### src/rtl/mpsoc_ahb3_spram_initiator_if.sv
// rtl/mpsoc_ahb3_spram_initiator_if.sv - AHB3-Lite master bus bundle
interface mpsoc_ahb3_spram_initiator_if #(
  parameter int PLEN = 8,
  parameter int XLEN = 32
);
  logic [PLEN-1:0] HADDR;
  logic [XLEN-1:0] HWDATA;
  logic            HWRITE;
  logic [2:0]      HSIZE;
  logic [2:0]      HBURST;
  logic [3:0]      HPROT;
  logic [1:0]      HTRANS;
  logic            HMASTLOCK;
  logic [XLEN-1:0] HRDATA;
  logic            HREADY;
  logic            HRESP;

  modport master (
    output HADDR, HWDATA, HWRITE, HSIZE, HBURST, HPROT, HTRANS, HMASTLOCK,
    input  HRDATA, HREADY, HRESP
  );

  modport slave (
    input  HADDR, HWDATA, HWRITE, HSIZE, HBURST, HPROT, HTRANS, HMASTLOCK,
    output HRDATA, HREADY, HRESP
  );
endinterface

### src/rtl/mpsoc_ahb3_spram_initiator.sv
// rtl/mpsoc_ahb3_spram_initiator.sv - AHB3-Lite burst initiator driven by a simple command port
module mpsoc_ahb3_spram_initiator #(
  parameter int PLEN = 8,
  parameter int XLEN = 32
) (
  input  logic            HRESETn,
  input  logic            HCLK,
  input  logic            req_i,
  input  logic            we_i,
  input  logic [PLEN-1:0] addr_i,
  input  logic [2:0]      size_i,
  input  logic [3:0]      len_i,
  output logic            ack_o,
  input  logic [XLEN-1:0] wdata_i,
  output logic            wdata_rdy_o,
  output logic [XLEN-1:0] rdata_o,
  output logic            rvalid_o,
  output logic            done_o,
  output logic            err_o,
  output logic            busy_o,
  mpsoc_ahb3_spram_initiator_if.master ahb
);
  typedef enum logic [1:0] {S_IDLE, S_ADDR, S_LAST, S_ERR} state_t;

  localparam logic [1:0] HT_IDLE   = 2'b00;
  localparam logic [1:0] HT_NONSEQ = 2'b10;
  localparam logic [1:0] HT_SEQ    = 2'b11;

  state_t     state_q, state_d;
  logic [3:0] beats_q;
  logic       dphase_q;
  logic       load, addr_adv, data_ok, abort, fin_ok, fin_err;

  function automatic logic [2:0] burst_of(input logic [3:0] len);
    case (len)
      4'd0:    return 3'b000;
      4'd3:    return 3'b011;
      4'd7:    return 3'b101;
      4'd15:   return 3'b111;
      default: return 3'b001;
    endcase
  endfunction

  assign ahb.HPROT     = 4'b0011;
  assign ahb.HMASTLOCK = 1'b0;
  assign wdata_rdy_o   = addr_adv & ahb.HWRITE;

  always_ff @(posedge HCLK or negedge HRESETn) begin
    if (!HRESETn) state_q <= S_IDLE;
    else          state_q <= state_d;
  end

  always_comb begin
    state_d = state_q;
    case (state_q)
      S_IDLE: if (load) state_d = S_ADDR;
      S_ADDR: begin
        if (abort)                          state_d = S_ERR;
        else if (addr_adv && beats_q == '0) state_d = S_LAST;
      end
      S_LAST: begin
        if (abort)       state_d = S_ERR;
        else if (fin_ok) state_d = load ? S_ADDR : S_IDLE;
      end
      default: if (fin_err) state_d = S_IDLE;
    endcase
  end

  // abort fires in the first ERROR cycle; only a beat already in its data phase can see it
  always_comb begin
    load     = 1'b0;
    addr_adv = 1'b0;
    data_ok  = 1'b0;
    abort    = 1'b0;
    fin_ok   = 1'b0;
    fin_err  = 1'b0;
    case (state_q)
      S_IDLE: load = req_i;
      S_ADDR: begin
        addr_adv = ahb.HREADY;
        data_ok  = dphase_q & ahb.HREADY & ~ahb.HRESP;
        abort    = dphase_q & ahb.HRESP & ~ahb.HREADY;
      end
      S_LAST: begin
        data_ok = ahb.HREADY & ~ahb.HRESP;
        abort   = ahb.HRESP & ~ahb.HREADY;
        fin_ok  = data_ok;
        load    = data_ok & req_i;
      end
      default: fin_err = ahb.HREADY;
    endcase
  end

  always_ff @(posedge HCLK or negedge HRESETn) begin
    if (!HRESETn) begin
      ahb.HTRANS <= HT_IDLE;
      ahb.HADDR  <= '0;
      ahb.HWDATA <= '0;
      ahb.HWRITE <= 1'b0;
      ahb.HSIZE  <= '0;
      ahb.HBURST <= '0;
      beats_q    <= '0;
      dphase_q   <= 1'b0;
      ack_o      <= 1'b0;
      rvalid_o   <= 1'b0;
      rdata_o    <= '0;
      done_o     <= 1'b0;
      err_o      <= 1'b0;
      busy_o     <= 1'b0;
    end else begin
      ack_o    <= load;
      rvalid_o <= data_ok & ~ahb.HWRITE;
      done_o   <= fin_ok | fin_err;
      err_o    <= fin_err;
      busy_o   <= (state_d != S_IDLE) | fin_ok | fin_err;
      if (data_ok && !ahb.HWRITE) rdata_o <= ahb.HRDATA;
      if (addr_adv && ahb.HWRITE) ahb.HWDATA <= wdata_i;
      if (addr_adv)                      dphase_q <= 1'b1;
      else if (ahb.HREADY || abort)      dphase_q <= 1'b0;
      // HWRITE still describes the completing data phase when a back-to-back load overwrites it
      if (load) begin
        ahb.HTRANS <= HT_NONSEQ;
        ahb.HADDR  <= addr_i;
        ahb.HWRITE <= we_i;
        ahb.HSIZE  <= size_i;
        ahb.HBURST <= burst_of(len_i);
        beats_q    <= len_i;
      end else if (abort) begin
        ahb.HTRANS <= HT_IDLE;
      end else if (addr_adv) begin
        if (beats_q == '0) begin
          ahb.HTRANS <= HT_IDLE;
        end else begin
          ahb.HTRANS <= HT_SEQ;
          ahb.HADDR  <= ahb.HADDR + (PLEN'(1) << ahb.HSIZE);
          beats_q    <= beats_q - 4'd1;
        end
      end
    end
  end
endmodule

### src/flat_wrapper.sv
// flat-port wrapper written by rule: the top's interface ports become plain ports
module mpsoc_ahb3_spram_initiator_flat 
#(
  parameter int PLEN = 8,
  parameter int XLEN = 32
)
  (HRESETn, HCLK, req_i, we_i, addr_i, size_i, len_i, ack_o, wdata_i, wdata_rdy_o, rdata_o, rvalid_o, done_o, err_o, busy_o, ahb_HADDR, ahb_HWDATA, ahb_HWRITE, ahb_HSIZE, ahb_HBURST, ahb_HPROT, ahb_HTRANS, ahb_HMASTLOCK, ahb_HRDATA, ahb_HREADY, ahb_HRESP);
  mpsoc_ahb3_spram_initiator_if #(.PLEN(PLEN), .XLEN(XLEN)) ahb_i ();
  input  logic HRESETn;
  input  logic HCLK;
  input  logic req_i;
  input  logic we_i;
  input  logic [PLEN-1:0] addr_i;
  input  logic [2:0] size_i;
  input  logic [3:0] len_i;
  output logic ack_o;
  input  logic [XLEN-1:0] wdata_i;
  output logic wdata_rdy_o;
  output logic [XLEN-1:0] rdata_o;
  output logic rvalid_o;
  output logic done_o;
  output logic err_o;
  output logic busy_o;
  output wire logic [$bits(ahb_i.HADDR)-1:0] ahb_HADDR;
  output wire logic [$bits(ahb_i.HWDATA)-1:0] ahb_HWDATA;
  output wire logic [$bits(ahb_i.HWRITE)-1:0] ahb_HWRITE;
  output wire logic [$bits(ahb_i.HSIZE)-1:0] ahb_HSIZE;
  output wire logic [$bits(ahb_i.HBURST)-1:0] ahb_HBURST;
  output wire logic [$bits(ahb_i.HPROT)-1:0] ahb_HPROT;
  output wire logic [$bits(ahb_i.HTRANS)-1:0] ahb_HTRANS;
  output wire logic [$bits(ahb_i.HMASTLOCK)-1:0] ahb_HMASTLOCK;
  input wire logic [$bits(ahb_i.HRDATA)-1:0] ahb_HRDATA;
  input wire logic [$bits(ahb_i.HREADY)-1:0] ahb_HREADY;
  input wire logic [$bits(ahb_i.HRESP)-1:0] ahb_HRESP;
  assign ahb_HADDR = ahb_i.HADDR;
  assign ahb_HWDATA = ahb_i.HWDATA;
  assign ahb_HWRITE = ahb_i.HWRITE;
  assign ahb_HSIZE = ahb_i.HSIZE;
  assign ahb_HBURST = ahb_i.HBURST;
  assign ahb_HPROT = ahb_i.HPROT;
  assign ahb_HTRANS = ahb_i.HTRANS;
  assign ahb_HMASTLOCK = ahb_i.HMASTLOCK;
  assign ahb_i.HRDATA = ahb_HRDATA;
  assign ahb_i.HREADY = ahb_HREADY;
  assign ahb_i.HRESP = ahb_HRESP;
  mpsoc_ahb3_spram_initiator #(.PLEN(PLEN), .XLEN(XLEN)) u_core (.HRESETn(HRESETn), .HCLK(HCLK), .req_i(req_i), .we_i(we_i), .addr_i(addr_i), .size_i(size_i), .len_i(len_i), .ack_o(ack_o), .wdata_i(wdata_i), .wdata_rdy_o(wdata_rdy_o), .rdata_o(rdata_o), .rvalid_o(rvalid_o), .done_o(done_o), .err_o(err_o), .busy_o(busy_o), .ahb(ahb_i));
endmodule
### config.mk
export PLATFORM = sky130hd
export DESIGN_NAME = mpsoc_ahb3_spram_initiator_flat
export DESIGN_NICKNAME = d
export VERILOG_FILES = /design/src/rtl/mpsoc_ahb3_spram_initiator_if.sv /design/src/rtl/mpsoc_ahb3_spram_initiator.sv /design/src/flat_wrapper.sv
export SDC_FILE = /design/constraint.sdc
export NUM_CORES = 1
export LEC_CHECK = 0
export CAP_MARGIN = 20
export CORE_ASPECT_RATIO = 1.5
export CORE_MARGIN = 10
export CORE_UTILIZATION = 55
export DETAILED_ROUTE_END_ITERATION = 10
export DONT_BUFFER_PORTS = 1
export HOLD_SLACK_MARGIN = 0.06
export PLACE_DENSITY = 0.79
export SETUP_SLACK_MARGIN = 0.1
export SLEW_MARGIN = 5
export SYNTH_ARGS = -nofsm -noshare
export SYNTH_HDL_FRONTEND = slang
export SYNTH_SLANG_ARGS = --single-unit
### constraint.sdc
create_clock -name HCLK -period 6.25 [get_ports HCLK]
set_input_delay 0.625 -clock HCLK [delete_from_list [all_inputs] [get_ports HCLK]]
set_output_delay 0.625 -clock HCLK [all_outputs]
set_load 0.1 [all_outputs]
==> flow_metrics.py, run 1 <==
metrics = {
    "outcome": {
        "status": "complete, no violations",
    },
    "cts": {
        "h-tree-depth": 3,
        "clk_latency_ns": 0.36,
        "cts_resized": 0,
        "cts.sinks": 93,
        "path_clk_slew_ns": 0.09,
        "cts_tree": "yes",
        "cts.path.max_buffers": 2,
        "clockRootBuffer": "clkbuf_8",
        "cts_setup_buffers": 0,
        "cts_buffers": 9,
    },
    "timing": {
        "fin_ws_ns": 2.91,
        "finalCritPeriodShare_pct": 53.5,
        "drv_slew": 0,
        "finalSetupViolCount": 0,
        "worstMarginPinSlew_ns": 1.08,
        "clock_skew_ns": 0.00580,
        "whs_ns": 0.166,
        "hold_violations": 0,
        "fmax_mhz": 299,
        "rsz0062_at_grt": "false",
        "relSlewSlack_pct": 27.9,
        "tns_ns": 0,
        "min_period_ns": 3.34,
    },
    "logic_synthesis": {
        "yosysTopAreaCell": "dfrtp_1",
        "synth_edf_count": 0,
        "synthDistinctLibCells": 45,
        "synth_area_mm2": 0.00418,
        "synthTopCellsByCount": "dfrtp_1 (93), mux2_2 (65), nand2_1 (32), a21oi_1 (17)",
        "synth_ff_type": "dfrtp_1",
        "synth_top_cell_area_share_pct": 55.7,
        "syn_avg_cell_area_um2": 12.1,
        "ys_seq_area_share_pct": 55.7,
        "synth_seq_cells": 93,
        "synth-async-reset-ratio_pct": 100,
        "yosys-top-cells-area": "dfrtp_1 (56%), mux2_2 (18%), ha_1 (4.2%)",
        "syn_inst": 345,
        "synth.most_common_cell": "dfrtp_1",
        "ys_warn_count": 0,
    },
    "detailed_routing": {
        "ant_nets": 0,
        "drt-wirelength-per-cell_um": 22.1,
        "avgViaCountPerCell": 5.80,
        "drc": 0,
        "firstDrtPassIters": 4,
        "drtIter0Drc": 88,
        "vias": 2611,
        "wl_mm": 9.93,
    },
    "floorplanning": {
        "io_pins": 177,
        "die_y_um": 127,
        "die_area_mm2": 0.0116,
        "initial_core_util_pct": 57.1,
        "dieWidth_um": 91.2,
        "num_rows": 38,
        "design.core.area_mm2": 0.00732,
    },
    "cells_and_area": {
        "register_area_mm2": 0.00233,
        "multi_input_area_mm2": 0.00173,
        "drive_gt1_share_pct": 24.9,
        "nets": 445,
        "syn_to_final_growth_pct": 6.62,
        "fillerInstances": 593,
        "fin_area_mm2": 0.00446,
        "antenna_cells": 0,
    },
    "place": {
        "io_buffers": 0,
        "place_ws_ns": 2.96,
        "dpl_cell_area_mm2": 0.00425,
        "hpwl_mm": 7.63,
        "gp_congestion": 0.777,
    },
    "global_route": {
        "antenna_found_initial": 0,
        "grt_max_degree": 94,
        "overflow": 0,
        "grt_pass1_wl_mm": 15.4,
        "grt_pass1_vias": 2816,
        "grt_util_all_layers_pct": 16.8,
    },
    "setup_path": {
        "cp_top_family": "simple AND/OR/NAND/NOR gates",
        "crit_slowest_cell": "dfrtp_1",
        "crit_path_cell_trace": "or3b_2 -> inv_1 -> ha_1 -> a211oi_1 -> o211ai_1 -> and3_1 -> or4_1 -> a31oi_1",
        "start_kind": "register",
        "arrival_ns": 3.63,
        "worstPathRequired_ns": 6.54,
        "worst-path-buf-inv": 1,
        "cp_max_fo": 10,
        "endpoint_kind": "register",
        "crit_path_max_incr_delay_ns": 1.06,
        "crit_type": "register to register",
    },
    "job": {
        "drv_cap": 0,
    },
    "worst_hold_path": {
        "hold_path_class": "input pin to async pin",
    },
}
==> state kept, by name, indices dropped and copies added, names as in the netlist <==
name / cells
u_core.ahb.HBURST: 3
u_core.ahb.HADDR: 8
u_core.done_o: 1
u_core.ahb.HWRITE: 1
u_core.state_q: 2
u_core.err_o: 1
u_core.rdata_o: 32
u_core.beats_q: 4
u_core.dphase_q: 1
u_core.ahb.HWDATA: 32
u_core.ahb.HSIZE: 3
u_core.ahb.HTRANS: 2
u_core.ack_o: 1
u_core.busy_o: 1
u_core.rvalid_o: 1
==> stage by stage <==
stage / util (%) / std cells
CTS: 60.9 / 450
finish: 60.9 / 450
global route: 60.9 / 450
global placement: 58.1 / 433
detailed placement: 58.1 / 433
floorplan: - / 348
==> metal layers <==
| metal | vias up | share of wire, % | global-route usage (%) |
|---|---|---|---|
| met5 | - | 0 | 0 |
| met2 | 120 | 54 | 30.4 |
| met1 | 1288 | 32 | 15.2 |
| met3 | 14 | 11 | 9.21 |
| li1 | 1189 | - | - |
| met4 | 0 | 2.2 | 6.75 |
==> worst reg2reg max path, delay by kind of cell, from the launching register on <==
family / cells / cell delay, ns
fa+ha+maj: 1 / 0.24
flops: 1 / 1.06
simple gates: 3 / 1.15
compound gates: 3 / 0.74
buf+inv: 1 / 0.09
==> cells by family after synthesis <==
logic type | count (synthesis) | synth area share (%)
other | 2 | 0.180
adders and majority gates | 15 | 4.67
AOI/OAI and AO/OA | 51 | 7.37
DFF | 93 | 55.7
muxes | 66 | 17.8
buffers and inverters | 30 | 3.32
xor gates and xnor gates | 5 | 1.05
and+or+nand+nor | 83 | 9.97
==> cell type report <==
class / instances / area share [%]
clock buffers: 10 / 2.86
clock inverters: 6 / 1.07
inverters: 12 / 1.01
multi-input cells: 225 / 38.9
flip-flops and latches: 93 / 52.2
well taps: 100 / 2.81
repair buffers: 4 / 1.12
==> path summary, 6_finish.rpt <==
| check | startpoint | to | slack, ns | depth (start not counted) |
|---|---|---|---|---|
| worst min-delay path | HRESETn | u_core.rdata_o[21] | 0.17 | 1 |
| min in group HCLK | size_i[2] | u_core.ahb.HSIZE[2] | 0.36 | 2 |
| worst max-delay path | u_core.ahb.HSIZE[0] | u_core.ahb.HADDR[7] | 2.91 | 8 |
| worst min register to register | u_core.dphase_q | u_core.dphase_q | 0.57 | 2 |
| max in group asynchronous | HRESETn | u_core.ahb.HWDATA[2] | 5.74 | 1 |
| worst max register to register | u_core.ahb.HSIZE[0] | u_core.ahb.HADDR[7] | 2.91 | 8 |
==> placed cells by master (no fill, tap or decap), drive strengths merged, types with 4 or more instances in the layout <==
cell and n:
a21oi 17, and3 4, and3b 4, buf 4, clkbuf 10, clkinv 5, conb 5, dfrtp 93
ha 14, inv 12, mux2 65, nand2 32, nand3 9, nor2 14, nor3 4, o21ai 15
xnor2 4
==> what timing repair did <==
item                                    in CTS  in global routing
endpoints found under the setup margin       0                  0
hold buffers                                 1                  0
hold endpoints to repair                    93                  0
Power of run 1 is left out: the tool's default activity adds up to more than one toggle a clock period on the data nets, which glitch-free logic cannot reach.
==> run 2, diff against run 1 <==
==> constraint.sdc (replaced) <==
create_clock -name HCLK -period 3.4 [get_ports HCLK]
set_input_delay 0.34 -clock HCLK [delete_from_list [all_inputs] [get_ports HCLK]]
set_output_delay 0.34 -clock HCLK [all_outputs]
set_load 0.1 [all_outputs]
==> run 2 against run 1 <==
Fmax up 29%. Routed wire length fell by 2.1%. Non-clock buffer count grew 14. Clock skew grew 0.0024 ns. First-iteration DRC count is 3.4% lower. Design area grew 2.8%. Sequential share of layout area fell by 1.4 points. Hold slack got worse by 0.070 ns. Utilization is 1.7 points higher. Global-route usage decreased by 0.49 points. Final cell count is 3.1% higher.
==> flow_metrics.py, run 2 (same netlist as run 1, synthesis figures left out) <==
metrics = {
    "floorplanning": {
        "io_pins": 177,
        "design.core.area_mm2": 0.00732,
        "num_rows": 38,
        "die_area_mm2": 0.0116,
        "die_y_um": 127,
        "dieWidth_um": 91.2,
        "initial_core_util_pct": 57.1,
    },
    "setup_path": {
        "crit_slowest_cell": "or3b_2",
        "worstPathRequired_ns": 3.67,
        "startpoint": "u_core.ahb.HSIZE[1]",
        "crit_path_cell_trace": "or3b_2 -> inv_1 -> ha_1 -> a211oi_1 -> o211ai_1 -> and3_1 -> or4_1 -> a31oi_1",
        "endpoint_kind": "register",
        "crit_type": "register to register",
        "r2r-start": "u_core.ahb.HSIZE[1]",
        "arrival_ns": 2.85,
        "crit_path_max_incr_delay_ns": 0.53,
        "start_kind": "register",
        "cp_max_fo": 10,
    },
    "worst_hold_path": {
        "min-delay-start": "size_i[1]",
        "hold_path_class": "input pin to register",
    },
    "global_route": {
        "grt_max_degree": 94,
        "grt_pass1_vias": 2787,
        "antenna_found_initial": 0,
        "overflow": 0,
        "grt_pass1_wl_mm": 15.0,
        "grt_util_all_layers_pct": 16.3,
    },
    "timing": {
        "clock_skew_ns": 0.00818,
        "fmax_mhz": 387,
        "finalCritPeriodShare_pct": 75.9,
        "finalSetupViolCount": 0,
        "tns_ns": 0,
        "min_period_ns": 2.58,
        "hold_violations": 0,
        "worstMarginPinSlew_ns": 0.948,
        "rsz0062_at_grt": "false",
        "relSlewSlack_pct": 36.8,
        "whs_ns": 0.0963,
        "drv_slew": 0,
    },
    "place": {
        "io_buffers": 0,
        "hpwl_mm": 7.56,
        "gp_congestion": 0.824,
    },
    "cells_and_area": {
        "drive_gt1_share_pct": 27.2,
        "top_regs": "u_core.ahb.HWDATA (32), u_core.rdata_o (32), u_core.ahb.HADDR (8)",
        "nets": 459,
        "final_cell_mix": "dfrtp_1 (93), mux2_2 (65), nand2_1 (32)",
        "layout_commonest_cell": "dfrtp_1",
        "syn_to_final_growth_pct": 9.58,
        "antenna_cells": 0,
    },
    "job": {
        "drv_cap": 0,
    },
    "cts": {
        "cts_tree": "yes",
        "clk_latency_ns": 0.34,
        "clockRootBuffer": "clkbuf_8",
        "h-tree-depth": 3,
        "cts_setup_buffers": 0,
        "cts.sinks": 93,
        "cts_buffers": 9,
        "cts.path.max_buffers": 2,
        "path_clk_slew_ns": 0.09,
    },
    "detailed_routing": {
        "drc": 0,
        "drtIter0Drc": 85,
        "ant_nets": 0,
        "wl_met3_mm": 1.11,
        "firstDrtPassIters": 4,
        "met2_length_mm": 5.17,
        "avgViaCountPerCell": 5.70,
        "routed.top_layer": "met4",
        "drt-wirelength-per-cell_um": 21.0,
        "wl_mm": 9.72,
        "wl_met1_mm": 3.14,
        "vias": 2644,
    },
    "outcome": {
        "status": "complete, no violations",
    },
}
[run 2: layer usage]
metal | vias up | GRT usage [%]
met1 | 1282 | 14.9
met5 | - | 0
li1 | 1218 | -
met4 | 0 | 8.60
met2 | 123 | 28.8
met3 | 21 | 8.32
[run 2: what timing repair did]
action	in CTS	in global routing
gates resized for setup	0	0
hold endpoints to repair	93	0
hold buffers	2	0
[run 2: layout make-up]
cell class | count | area, µm²
clock inverter | 5 | 60.1
multi-input combinational | 225 | 1730
inverter | 12 | 45.0
fill | 571 | 2740
clock buffer | 11 | 131
tap | 100 | 125
sequential | 93 | 2330
timing repair buffer | 18 | 158
[run 2: worst paths after layout]
path	end	slack, ns	depth (start not counted)
worst min-delay path	u_core.ahb.HSIZE[1]	0.1	2
worst min register to register	u_core.dphase_q	0.55	2
worst max register to register	u_core.ahb.HADDR[7]	0.82	8
worst max-delay path	u_core.ahb.HADDR[7]	0.82	8
min in group asynchronous	u_core.ahb.HSIZE[1]	0.54	2
max in group asynchronous	u_core.ahb.HADDR[3]	2.47	2
[run 2: metrics by stage]
stage / worst slack, ns / utilization (%) / std cells / cell area (µm²)
2_1_floorplan: 0.235 / - / 348 / 4190
3_5_place_dp: 0.835 / 59.4 / 446 / 4350
4_1_cts: 0.814 / 62.5 / 464 / 4580
3_3_place_gp: 0.874 / 59.4 / 446 / 4350
6_report: 0.818 / 62.5 / 464 / 4580
5_1_grt: 0.636 / 62.5 / 464 / 4580
[run 2: worst max-delay path, delay by kind of cell, from the launching register on]
kind / cells / cell delay (ns)
simple gates: 3 / 1.09
compound gates: 3 / 0.65
flops: 1 / 0.47
fa+ha+maj: 1 / 0.23
buf+inv: 1 / 0.08
Power of run 2 is left out for the same reason.
==> run 3, diff against run 2 <==
--- a/config.mk
+++ b/config.mk
@@ -12,7 +12,7 @@
 export DETAILED_ROUTE_END_ITERATION = 10
 export DONT_BUFFER_PORTS = 1
 export HOLD_SLACK_MARGIN = 0.06
-export PLACE_DENSITY = 0.79
+export PLACE_DENSITY = 0.82
 export SETUP_SLACK_MARGIN = 0.1
 export SLEW_MARGIN = 5
 export SYNTH_ARGS = -nofsm -noshare
==> constraint.sdc (replaced) <==
create_clock -name HCLK -period 2.2 [get_ports HCLK]
set_input_delay 0.22 -clock HCLK [delete_from_list [all_inputs] [get_ports HCLK]]
set_output_delay 0.22 -clock HCLK [all_outputs]
set_load 0.1 [all_outputs]
==> run 3 against run 2 <==
Fmax is 13% higher. Final cell count is 25% higher. Hold slack worse by 0.56 ns. Clock skew is 0.0014 ns higher. Clock-buffer cell count stayed put. Worst setup slack worse by 0.90 ns. Via count is 22% higher. Flip-flop and latch count stayed put. Critical path depth stayed put. The flow now finishes with violations (hold timing, setup timing). Critical path type unchanged. Design area is 25% higher.
==> flow_metrics.py, run 3 (same netlist as run 1, synthesis figures left out) <==
metrics = {
    "timing": {
        "min_period_ns": 2.28,
        "hold_violations": 93,
        "finalSetupViolCount": 2,
        "relSlewSlack_pct": 36.1,
        "finalCritPeriodShare_pct": 104,
        "worstMarginPinSlew_ns": 0.958,
        "rsz0062_at_grt": "true",
        "whs_ns": -0.463,
        "drv_slew": 0,
        "fin_ws_ns": -0.0787,
        "clock_skew_ns": 0.00963,
        "fmax_mhz": 439,
        "tns_ns": -0.0945,
    },
    "setup_path": {
        "endpoint_kind": "register",
        "crit_type": "register to register",
        "arrival_ns": 2.56,
        "start_kind": "register",
        "cp_max_fo": 4,
        "worstPathRequired_ns": 2.48,
    },
    "global_route": {
        "antenna_found_initial": 3,
        "top_usage_layer": "met2",
        "grt_pass1_vias": 3574,
        "grt.met3_usage_pct": 9.21,
        "grt_max_degree": 94,
        "grt_util_all_layers_pct": 22.0,
        "use_met1_pct": 21.7,
        "overflow": 0,
        "grtUsageMet2_pct": 39.4,
        "grt_pass1_wl_mm": 20.1,
    },
    "floorplanning": {
        "num_rows": 38,
        "io_pins": 177,
        "dieWidth_um": 91.2,
        "design.core.area_mm2": 0.00732,
        "initial_core_util_pct": 57.1,
        "die_area_mm2": 0.0116,
        "die_y_um": 127,
    },
    "place": {
        "io_buffers": 0,
        "hpwl_mm": 8.21,
        "gp_congestion": 0.926,
        "dpl_cell_area_mm2": 0.00463,
    },
    "detailed_routing": {
        "vias": 3223,
        "firstDrtPassIters": 4,
        "drc": 0,
        "drt-wirelength-per-cell_um": 22.6,
        "avgViaCountPerCell": 5.58,
        "ant_nets": 0,
        "drtIter0Drc": 185,
        "wl_mm": 13.1,
    },
    "worst_hold_path": {
        "hold_path_class": "input pin to async pin",
    },
    "cells_and_area": {
        "syn_to_final_growth_pct": 37.4,
        "fin_area_mm2": 0.00574,
        "final_cell_mix": "dfrtp_1 (86), dlygate4sd3_1 (83), mux2_2 (65)",
        "drive_gt1_share_pct": 33.3,
        "nets": 571,
        "layout_commonest_cell": "dfrtp_1",
        "top_regs": "u_core.ahb.HWDATA (32), u_core.rdata_o (32), u_core.ahb.HADDR (8)",
        "fillerInstances": 412,
    },
    "cts": {
        "ctsHoldBuffers": 83,
        "cts.sinks": 93,
        "cts.path.max_buffers": 2,
        "cts_buffers": 9,
        "clockRootBuffer": "clkbuf_8",
        "path_clk_slew_ns": 0.09,
        "clk_latency_ns": 0.36,
        "h-tree-depth": 3,
        "cts_tree": "yes",
    },
    "outcome": {
        "status": "finished, violations left",
        "violations": "hold timing, setup timing",
    },
    "job": {
        "drv_cap": 0,
    },
}
run 3: cell types whose count changed in the layout (fill, tap and decap cells not counted), moves of 6 or more:
cell / before / now
dlygate4sd3_1: 1 / 83
dfrtp_2: 0 / 6
buf_4: 16 / 42
ha_1: 14 / 8
dfrtp_1: 93 / 86
run 3: path summary, 6_finish.rpt:
kind                       slack, ns              endpoint  cells past startpoint                 start
max in group asynchronous       2.53   u_core.ahb.HADDR[5]                      0               HRESETn
max reg2reg                    -0.08   u_core.ahb.HADDR[7]                      8   u_core.ahb.HSIZE[1]
min reg2reg                     0.50  u_core.ahb.HBURST[2]                      2  u_core.ahb.HBURST[2]
min in group HCLK               0.08  u_core.ahb.HBURST[1]                      3              len_i[2]
max                            -0.08   u_core.ahb.HADDR[7]                      8   u_core.ahb.HSIZE[1]
min                            -0.46     u_core.rdata_o[0]                      0               HRESETn
run 3: final cells by class:
| class | count | area (µm²) | share of cell area [%] |
|---|---|---|---|
| clock inverters | 4 | 32.5 | 0.567 |
| well taps | 100 | 125 | 2.18 |
| flip-flops and latches | 93 | 2340 | 40.7 |
| inverters | 12 | 45.0 | 0.784 |
| multi-input cells | 225 | 1830 | 31.9 |
| diodes | 3 | 7.51 | 0.131 |
| repair buffers | 130 | 1220 | 21.2 |
| clock buffers | 11 | 141 | 2.46 |
run 3: metal layers:
metal  vias to the layer above  routed length [µm]
li1                       1444                   -
met1                      1614                4420
met2                       145                7020
met3                        20                1380
met4                         0                 265
met5                         -                   0
run 3: timing repair:
item / in CTS / in global routing
pin swaps: 8 / 3
endpoints found under the setup margin: 5 / 15
resized for setup: 8 / 11
buffers inserted: 4 / 1
endpoints found under the hold margin: 179 / 93
run 3: metrics by stage:
stage / utilization [%] / cells / setup slack [ns]
after global placement: 63.2 / 472 / 0.00665
after detailed placement: 63.2 / 472 / -0.0515
after floorplan: - / 348 / -0.335
after global routing: 78.4 / 578 / -0.176
final: 78.4 / 578 / -0.0787
after CTS: 77.8 / 574 / -0.0690
run 3: worst max-delay path: stages (launching register included):
cell and delay [ns]:
dfrtp_2 0.43, or3b_4 0.41, inv_2 0.07, ha_4 0.20, a211oi_4 0.22, o211ai_1 0.12, and3_1 0.17, or4_1 0.40
a31oi_1 0.17
Power of run 3 is left out for the same reason.
